**src/rtl/miinst_issue_sequencer.sv**
```systemverilog
// Bundle FIFO that issues non-NOP micro-op slots one per cycle in slot order; MIQ_PERF_CNT_EN adds perf counters.
// Latency: first op in the cycle after the bundle is accepted; 1 op/cycle, all-NOP bundles cost one bubble.
// Backpressure: in_ready drops while the FIFO is full; out_* hold steady while out_ready is low.
package miinst_pkg;
    localparam int MQ_N_DEFAULT = 7;

    typedef enum logic [3:0] {
        MIOP_NOP   = 4'd0,
        MIOP_SCALE = 4'd1,
        MIOP_LOAD  = 4'd2,
        MIOP_ADD   = 4'd3,
        MIOP_SUB   = 4'd4,
        MIOP_MUL   = 4'd5,
        MIOP_STORE = 4'd6,
        MIOP_RSRV  = 4'd7
    } miop_e;

    typedef struct packed {
        miop_e       op;
        logic [11:0] arg;
    } miinst_t;
endpackage

module miinst_issue_sequencer #(
    parameter int DEPTH = 4,
    parameter int MQ_N  = miinst_pkg::MQ_N_DEFAULT
) (
    input  logic                             clk,
    input  logic                             rst,
    input  logic                             in_valid,
    output logic                             in_ready,
    input  miinst_pkg::miinst_t [MQ_N-1:0]   in_miinst,
    input  logic                             flush,
    output logic                             out_valid,
    input  logic                             out_ready,
    output miinst_pkg::miinst_t              out_miinst,
    output logic                             out_last,
    output logic                             empty
`ifdef MIQ_PERF_CNT_EN
    ,
    output logic [31:0]                      perf_issued,
    output logic [31:0]                      perf_nop_skipped
`endif
);
    import miinst_pkg::*;

    localparam int AW = $clog2(DEPTH);
    localparam int PW = AW + 1;
    localparam int SW = $clog2(MQ_N);
    localparam int IW = SW + 1;

    typedef miinst_t [MQ_N-1:0] bundle_t;
    typedef enum logic {ST_IDLE, ST_ISSUE} state_e;

    bundle_t       mem_q [DEPTH];
    logic [PW-1:0] wr_ptr_q, wr_ptr_d, rd_ptr_q, rd_ptr_d;
    logic [IW-1:0] slot_idx_q, slot_idx_d;
    state_e        state_q, state_d;

    bundle_t       head;
    logic          full, push, pop, accept, issuing;
    logic          has_next, is_last;
    logic [SW-1:0] next_idx;

    assign head     = mem_q[rd_ptr_q[AW-1:0]];
    assign empty    = (rd_ptr_q == wr_ptr_q);
    assign full     = (rd_ptr_q[AW] != wr_ptr_q[AW]) && (rd_ptr_q[AW-1:0] == wr_ptr_q[AW-1:0]);
    assign in_ready = !full;
    assign push     = in_valid && !full && !flush;
    assign issuing  = (state_q == ST_ISSUE) && !empty;

    // Lowest non-NOP slot at or above slot_idx, and whether any non-NOP slot sits above it.
    always_comb begin
        has_next = 1'b0;
        next_idx = '0;
        is_last  = 1'b1;
        for (int k = 0; k < MQ_N; k++) begin
            if (head[k].op != MIOP_NOP) begin
                if (has_next) begin
                    is_last = 1'b0;
                end else if (IW'(k) >= slot_idx_q) begin
                    has_next = 1'b1;
                    next_idx = SW'(k);
                end
            end
        end
    end

    assign out_valid  = issuing && has_next;
    assign out_miinst = out_valid ? head[next_idx] : '0;
    assign out_last   = out_valid && is_last;
    assign accept     = out_valid && out_ready;
    assign pop        = issuing && (!has_next || (accept && is_last));

    always_comb begin
        state_d    = state_q;
        wr_ptr_d   = wr_ptr_q;
        rd_ptr_d   = rd_ptr_q;
        slot_idx_d = slot_idx_q;
        if (push) wr_ptr_d = wr_ptr_q + PW'(1);
        if (pop) begin
            rd_ptr_d   = rd_ptr_q + PW'(1);
            slot_idx_d = '0;
        end else if (accept) begin
            slot_idx_d = IW'(next_idx) + IW'(1);
        end
        case (state_q)
            ST_IDLE:  if (push || !empty) state_d = ST_ISSUE;
            ST_ISSUE: if (pop && !push && ((rd_ptr_q + PW'(1)) == wr_ptr_q)) state_d = ST_IDLE;
            default:  state_d = ST_IDLE;
        endcase
        if (flush) begin
            state_d    = ST_IDLE;
            wr_ptr_d   = '0;
            rd_ptr_d   = '0;
            slot_idx_d = '0;
        end
    end

    always_ff @(posedge clk or posedge rst) begin
        if (rst) begin
            state_q    <= ST_IDLE;
            wr_ptr_q   <= '0;
            rd_ptr_q   <= '0;
            slot_idx_q <= '0;
        end else begin
            state_q    <= state_d;
            wr_ptr_q   <= wr_ptr_d;
            rd_ptr_q   <= rd_ptr_d;
            slot_idx_q <= slot_idx_d;
        end
    end

    // Payload storage needs no reset: the pointers alone define what is valid.
    always_ff @(posedge clk) begin
        if (push) mem_q[wr_ptr_q[AW-1:0]] <= in_miinst;
    end

`ifdef MIQ_PERF_CNT_EN
    logic [IW-1:0] nop_cnt;
    logic [31:0]   perf_issued_q, perf_nop_q;

    always_comb begin
        nop_cnt = '0;
        for (int k = 0; k < MQ_N; k++) begin
            if (head[k].op == MIOP_NOP) nop_cnt = nop_cnt + IW'(1);
        end
    end

    // A flushed head is discarded rather than popped, so its NOPs are not counted.
    always_ff @(posedge clk or posedge rst) begin
        if (rst) begin
            perf_issued_q <= '0;
            perf_nop_q    <= '0;
        end else begin
            if (accept)        perf_issued_q <= perf_issued_q + 32'd1;
            if (pop && !flush) perf_nop_q    <= perf_nop_q + 32'(nop_cnt);
        end
    end

    assign perf_issued      = perf_issued_q;
    assign perf_nop_skipped = perf_nop_q;
`endif
endmodule

```
**config.mk**
```make
export PLATFORM = sky130hd
export DESIGN_NAME = miinst_issue_sequencer
export DESIGN_NICKNAME = d
export VERILOG_FILES = /design/src/rtl/miinst_issue_sequencer.sv
export SDC_FILE = /design/constraint.sdc
export NUM_CORES = 1
export LEC_CHECK = 0
export BUFFER_PORTS_ARGS = -buffer_cell sky130_fd_sc_hd__buf_2
export CAP_MARGIN = 30
export CELL_PAD_IN_SITES_DETAIL_PLACEMENT = 2
export CELL_PAD_IN_SITES_GLOBAL_PLACEMENT = 2
export CORE_MARGIN = 2
export CORE_UTILIZATION = 35
export DETAILED_ROUTE_END_ITERATION = 10
export HOLD_SLACK_MARGIN = 0.15
export PLACE_DENSITY = 0.63
export SYNTH_ARGS = -nofsm -noshare
export SYNTH_HDL_FRONTEND = slang
export SYNTH_SLANG_ARGS = --single-unit
```
**constraint.sdc**
```tcl
create_clock -name clk -period 4.65 [get_ports clk]
set_clock_uncertainty 0.2 [all_clocks]
set_input_delay 0.6975 -clock clk [delete_from_list [all_inputs] [get_ports clk]]
set_output_delay 0.6975 -clock clk [all_outputs]
set_load 0.01 [all_outputs]
```
=== After elaboration in Yosys (flattened, before gate mapping) ===
Memory sizes are Yosys's and may differ from the RTL's.
Cells that the tools add are included.

* Add/subtract/negate cells: 3
* $lt $le $gt $ge: 8
* Equal/unequal tests: 4
* Multiplexer cells: 66
* Bitwise logic cells: 1
* Reduce and logical (&&, ||, !) cells: 28

{| class="wikitable"
|+ Operator list
! kind !! number
|-
| 2-to-1 mux 3 bit || 19
|-
| binary-select mux 16 bit (select 3 bit) || 1
|-
| 2-to-1 mux 1 bit || 40
|-
| 2-to-1 mux 16 bit || 2
|-
| nonzero test 4 bit || 7
|-
| >= comparator 3 x 4 -> 1 bit (first input constant) || 3
|-
| 2-to-1 mux 4 bit || 3
|-
| logical AND 1 bit || 11
|-
| >= comparator 1 x 4 -> 1 bit (first input constant) || 2
|-
| >= comparator 2 x 4 -> 1 bit (first input constant) || 2
|-
| adder 3 x 1 -> 3 bit (second input constant) || 2
|-
| equality test 3 bit || 2
|-
| logical NOT 1 bit || 5
|-
| adder 3 x 1 -> 4 bit (second input constant) || 1
|-
| less-than comparator 3 x 4 -> 1 bit (second input constant) || 1
|-
| nonzero test 2 bit || 2
|-
| nonzero test 3 bit || 1
|-
| equality test 2 bit || 1
|-
| logical OR 1 bit || 2
|-
| one-hot mux 1 bit (2 select lines) || 1
|-
| inequality test 1 bit || 1
|-
| inverter 1 bit || 1
|}

* Flip-flop bits (word level): 11
* Bits in writable memories: 448
* Bits of input ports: 117
* Word-level logic and storage cells: 115
* Memories kept: 1

{| class="wikitable"
|+ Memory list
! name !! depth !! bits a word !! rd ports !! clocked after memory_dff !! wr ports !! RTL line !! source
|-
| mem_q || 4 || 112 || 1 || 0 || 1 || 55 || <nowiki>bundle_t mem_q [DEPTH];</nowiki>
|}

=== Longest topological paths before layout ===
Gate-level depths: netlist of the first run.

* Depth in word-level cells: 25
* Gate-level depth with buffers: 14
* Gate-level depth less buffers: 10

=== Worst setup path after synthesis of the first run ===
Ideal clock, no wire load.

* Path kind: register to register
* Start point: register rd_ptr_q[1]
* End point: memory mem_q[0][0] (netlist name) (enable)
* Arrival: 4.173 ns
* Data required time: 3.966 ns
* Path slack: -0.208 ns
* Cell stages (with the launch flop): 9
* Buffers on the path: 3
* Clock period less this slack: 4.858 ns
* Cell sequence: dfrtp_1 clkbuf_1 buf_2 buf_2 xnor2_1 nand3_1 nand2_1 nor2_1 and2_1

* Word-level cells in the longest chain between the ends: 7

{| class="wikitable"
|+ RTL lines
! what !! RTL line !! source
|-
| from (decl) || 56 || <nowiki>logic [PW-1:0] wr_ptr_q, wr_ptr_d, rd_ptr_q, rd_ptr_d;</nowiki>
|-
| from (signal assigned) || 129 || <nowiki>rd_ptr_q <= rd_ptr_d;</nowiki>
|-
| equality test 2 bit || 67 || <nowiki>assign full = (rd_ptr_q[AW] != wr_ptr_q[AW]) && (rd_ptr_q[AW-1:0] == wr_ptr_q[AW-1:0]);</nowiki>
|-
| logical AND 1 bit || 67 ||
|-
| logical NOT 1 bit || n/a ||
|-
| via in_ready || 31 || <nowiki>output logic in_ready,</nowiki>
|-
| logical AND 1 bit (2 in series) || 69 || <nowiki>assign push = in_valid && !full && !flush;</nowiki>
|-
| 2-to-1 mux 1 bit || 136 || <nowiki>if (push) mem_q[wr_ptr_q[AW-1:0]] <= in_miinst;</nowiki>
|-
| 2-to-1 mux 1 bit (implied by the code) || 136 ||
|-
| to (decl) || 55 ||
|}

The timed path passes the listed nets, and every way through them passes these cells.

==> impl_metrics.toml, run 1 <==
[timing]
min_period_over_period = 1.07
slew_viol_final = 0
fin_crit_ns = 4.96
relSlewSlack = 0.496
fmax_ghz = 0.202
timing.hold.ws_ns = 0.162
worst_slack_ns = -0.310
hold_viol = 0
worst_slew_pin_slew_ns = 0.757
fin_tns_setup_ns = -3.64
rsz0062_at_grt = "true"
finalSetupViolCount = 16

[clock_tree]
clkSinkCount = 459
clk_latency_ns = 0.59
cts-root-buf = "clkbuf_16"
clkTransAtPathRegs_ns = 0.06
cts_made_buffers = 51
htree_levels = 2
cts_tree = "done"
cts_buffer_depth = 3

[floorplanning]
die_w_um = 233
die_y_um = 233
fp.coreArea_um2 = 51600
dieArea_um2 = 54400
start_util = 0.356
io_pins = 137
core.rowCount = 83

[route]
via_per_inst = 5.18
wire_per_inst_um = 26.0
drc = 0
firstDrtPassIters = 4
route.vias.total = 9932
ant_nets = 0
drtIter0Drc = 527
wl_um = 49800

[power]
p_leak_nw = 7.93
power_density_nw_per_um2 = 387
ir_drop_uv = 317

[synth]
synth_warnings = 0
async_reset_ff_frac = 0.0240
synth_edf_count = 448
yosysUniqueCellTypes = 59
syn_nets = 987
synthFlopType = "edfxtp_1"
ys_seq_area_frac = 0.747
synth.ff_latch_count = 459
syn_avg_cell_area_um2 = 21.3
syn_inst = 864
syn-cell-area_um2 = 18400

[place]
dp_cells = 1679
dp_slack_ns = -0.0824
dpl.hpwl_um = 31300
dpl_cell_area_um2 = 20200
gp_congestion = 0.760
io_buffer_count = 136

[layout]
layout_common_cells = "edfxtp_1 (448), buf_2 (136), mux4_2 (112)"
nNetsFinal = 1322
diodes = 0
final_common_cell = "edfxtp_1"
drive_gt1_frac = 0.392
synthToLayoutAreaGrowth_pct = 30.0
num-fill-cells = 4663
finalNonFillerCells = 1917
final_cell_area_um2 = 23900

[critical_path]
critical_path.startpoint = "rd_ptr_q[0]"
rr_startpoint = "rd_ptr_q[0]"
critPathMaxFanout = 8
reg2reg_slack_ns = 0.76
crit_end = "out_miinst[2]"
rr_worst_depth = 15
crit_arrival_ns = 4.06
path_class = "register to output port"
endpoint_kind = "output port"
cp-start-kind = "register"
cp.required_ns = 3.75
rr_endpoint = "slot_idx_q[2]"

[status]
violations = "negative setup slack"
status = "finished, violations left"

[grt]
grt_usage = 0.184
grt_overflow_total = 0
antenna_found_initial = 0
grt_pass1_wl_um = 73300
grt_start_max_net_pins = 85
grt_pass1_vias = 11000

[min_path]
hold_path_class = "primary input to register"

[job]
drv_cap = 0
[power by group]
| group | switching, mW | leakage [nW] | total [mW] | internal, mW |
|---|---|---|---|---|
| logic | 0.348 | 2.92 | 0.608 | 0.260 |
| registers | 0.0324 | 4.22 | 4.70 | 4.67 |
| clock network | 1.63 | 0.798 | 3.93 | 2.30 |
[synthesized netlist by cell type, drive strengths merged, types with 12 or more instances]
cell type	count	share of area
edfxtp	448	0.73
mux4	112	0.14
nand2	35	0.0073
mux2i	33	0.018
clkbuf	28	0.0057
buf	20	0.0077
nor3	16	0.0044
a211oi	14	0.0060
a221oi	12	0.0084
and4	12	0.0057
nand4	12	0.0041
o31a	12	0.0057
[through the flow]
stage | total power [mW] | util
floorplan | 5.01 | -
CTS | 9.35 | 0.457
finish | 9.24 | 0.463
global placement | 5.26 | 0.392
detailed placement | 5.28 | 0.392
global route | 9.54 | 0.463
[worst min path at each step]
| stage | from | endpoint | depth (start not counted) |
|---|---|---|---|
| floorplan | wr_ptr_q[2] | wr_ptr_q[2] | 2 |
| global placement | wr_ptr_q[2] | wr_ptr_q[2] | 2 |
| detailed placement | rd_ptr_q[2] | rd_ptr_q[2] | 2 |
| CTS | in_miinst[99] | mem_q[0][99] | 1 |
| global route | in_miinst[1] | mem_q[0][1] | 1 |
| finish | in_miinst[65] | mem_q[0][65] | 1 |
[metal layers]
layer | vias up | track usage | wire [um]
li1 | 4354 | - | -
met1 | 5325 | 0.240 | 21200
met2 | 190 | 0.323 | 25900
met3 | 63 | 0.0305 | 1860
met4 | 0 | 0.0438 | 827
met5 | - | 0 | 0
[sequential cells by signal, indices dropped and copies added (netlist names)]
signal and count:
wr_ptr_q 3, rd_ptr_q 3, mem_q 448, state_q 1
slot_idx_q 4
[repair_timing]
| item | CTS | global route |
|---|---|---|
| hold endpoints to repair | 427 | 0 |
| hold buffers | 105 | 0 |
| gates cloned | 4 | 1 |
| setup buffers | 29 | 18 |
| endpoints found under the setup margin | 16 | 16 |
| pin swaps | 8 | 23 |
| gates resized for setup | 63 | 52 |
[critical path, stage by stage, from the launching register on]
cell	delay [ns]
dfrtp_4	0.53
buf_12	0.16
mux4_2	0.57
o41ai_4	0.38
buf_4	0.19
buf_6	0.11
o2111a_2	0.23
o21ai_4	0.08
buf_12	0.15
buf_12	0.14
buf_8	0.14
buf_8	0.14
and4_1	0.19
o31a_1	0.30
buf_2	0.15
[cells by family (layout without fill, tap and decap cells)]
family	count (synthesis)	in the layout	synth area share
AO/OA/AOI/OAI	74	74	0.0389
XOR/XNOR	8	8	0.00381
adder cells (fa/ha/maj)	6	6	0.00408
buffers and inverters	57	430	0.0152
flip-flops	459	459	0.747
multiplexers	146	146	0.156
AND/OR/NAND/NOR	114	114	0.0352
[layout make-up]
class | instances | area (um2) | share of cell area
timing repair buffer | 330 | 2830 | 0.118
tap | 680 | 851 | 0.0356
sequential | 459 | 13700 | 0.575
clock inverter | 30 | 304 | 0.0127
inverter | 9 | 46.3 | 0.00194
multi-input combinational | 348 | 4810 | 0.201
clock buffer | 61 | 1310 | 0.0550
(Power assumes the default switching activity.)
==> inputs of run 2 (changes only) <==
- PLACE_DENSITY: 0.63 -> 0.61
- clock period: 4.65 -> 6.36 ns (I/O delays scaled with it)
==> impl_metrics.toml, run 2 (synthesized netlist as in run 1, its figures left out) <==
[status]
status = "complete, no violations"

[clock_tree]
cts-root-buf = "clkbuf_16"
cts_made_buffers = 52
htree_levels = 2
post_cts_buffers = 0
clkSinkCount = 459
ctsResizeCount = 0
cts_buffer_depth = 3
hold_buffers = 0
clkTransAtPathRegs_ns = 0.06
cts_tree = "done"
clk_latency_ns = 0.59

[grt]
grt_pass1_wl_um = 69200
antenna_found_initial = 8
grt_overflow_total = 0
grt_usage = 0.176
grt_pass1_vias = 10100
grt_start_max_net_pins = 59

[floorplanning]
die_w_um = 233
die_y_um = 233
core.rowCount = 83
dieArea_um2 = 54400
start_util = 0.356
fp.coreArea_um2 = 51600
io_pins = 137

[critical_path]
endpoint_kind = "output port"
cpLargestDelayFamily = "compound AO/OA/AOI/OAI gates"
path_buf_inv = 2
critPathMaxFanout = 41
cp-start-kind = "register"
cp.required_ns = 5.21
rr_worst_depth = 10
cpMaxStageDelayCell = "dfrtp_4"
cpPeakStageDelay_ns = 0.68
reg2reg_slack_ns = 1.96
path_class = "register to output port"
rr_startpoint = "rd_ptr_q[0]"
rr_endpoint = "slot_idx_q[2]"
crit_arrival_ns = 4.85
cp_cell_sequence = "mux4_2 > nor4_2 > o32ai_1 > o21ai_4 > buf_4 > nand2_1 > a221oi_1 > o31a_1 > buf_2"

[timing]
slew_viol_final = 0
fmax_ghz = 0.166
worst_slack_ns = 0.353
hold_viol = 0
rsz0062_at_grt = "false"
worst_slew_pin_slew_ns = 0.851
fin_tns_setup_ns = 0
relSlewSlack = 0.432
min_period_over_period = 0.944
fin_crit_ns = 6.01
finalSetupViolCount = 0

[route]
firstDrtPassIters = 4
via_per_inst = 5.22
ant_nets = 0
drc = 0
route.vias.total = 9163
wl_um = 47300
wire_per_inst_um = 26.9
drtIter0Drc = 739

[job]
drv_cap = 0

[power]
switching_power_mw = 1.43
switching_share = 0.219
p_leak_nw = 6.99
power_frac_seq = 0.526
clockPowerShare = 0.423
ir_drop_uv = 213
p_comb_frac = 0.051
internal_power_mw = 5.11
power_density_nw_per_um2 = 303

[layout]
largest_reg_flops = 448
drive_gt1_frac = 0.348
nNetsFinal = 1157
final_common_cell = "edfxtp_1"
synthToLayoutAreaGrowth_pct = 17.5
layout_common_cells = "edfxtp_1 (448), buf_2 (136), mux4_2 (112)"

[place]
gp_congestion = 0.800
dpl.hpwl_um = 31000
dp_slack_ns = 0.645
io_buffer_count = 136

[min_path]
hold_path_class = "primary input to asynchronous set/reset pin"
-- run 2: changes by cell type in the layout (fill, tap and decap cells not counted), sizes merged --
| cell | change |
|---|---|
| dlygate4sd3 | -105 |
| buf | -60 |
| clkbuf | +6 |
| bufinv | -4 |
| clkinvlp | +2 |
| diode | +2 |
| inv | -1 |
-- run 2: cell type report --
cell class | count | area, um2
diodes | 2 | 5.00
clock inverters | 27 | 183
inverters | 9 | 33.8
fillers | 4793 | 30000
flip-flops and latches | 459 | 13700
multi-input cells | 348 | 4400
repair buffers | 164 | 1000
clock buffers | 68 | 1380
well taps | 680 | 851
-- run 2: through the flow --
stage,hold slack [ns],std cells,power [mW],instance area [um2],utilization
final,0.164,1757,6.53,21600,0.418
after global routing,0.195,1756,6.74,21600,0.418
after CTS,0.156,1752,6.62,21500,0.417
after detailed placement,0.373,1657,3.84,19900,0.386
after global placement,0.362,1656,3.83,19900,0.386
after floorplan,0.323,864,3.66,18400,-
-- run 2: power groups by stage --
stage	Combinational [mW]	Clock (mW)	Sequential, mW
final	0.336	2.76	3.44
after global routing	0.364	2.94	3.44
after detailed placement	0.342	0	3.50
after floorplan	0.166	0	3.50
after global placement	0.332	0	3.49
after CTS	0.344	2.84	3.44
-- run 2: worst max path at each step --
stage	from	to	cells after the start
3_5_place_dp	rd_ptr_q[0]	out_miinst[1]	9
4_1_cts	rd_ptr_q[0]	out_miinst[1]	9
3_3_place_gp	rd_ptr_q[0]	out_miinst[1]	9
2_1_floorplan	rd_ptr_q[1]	mem_q[0][0]	8
5_1_grt	rd_ptr_q[0]	out_miinst[1]	9
6_report	rd_ptr_q[0]	out_miinst[1]	9
-- run 2: metal layers --
metal	vias up	global-route usage	wire [um]
li1	4031	-	-
met1	4890	0.232	20300
met2	160	0.301	24200
met3	74	0.0283	1610
met4	8	0.0545	1020
met5	-	0	55
-- run 2: worst register-to-register path: cells and delay by family, from the launching register on --
| family | cells | cell delay (ns) |
|---|---|---|
| and+or+nand+nor | 3 | 0.92 |
| AOI/OAI and AO/OA | 2 | 0.85 |
| DFF | 1 | 0.68 |
| buffers and inverters | 2 | 0.66 |
| muxes | 1 | 0.58 |
| adders and majority gates | 1 | 0.25 |
| xor gates and xnor gates | 1 | 0.15 |
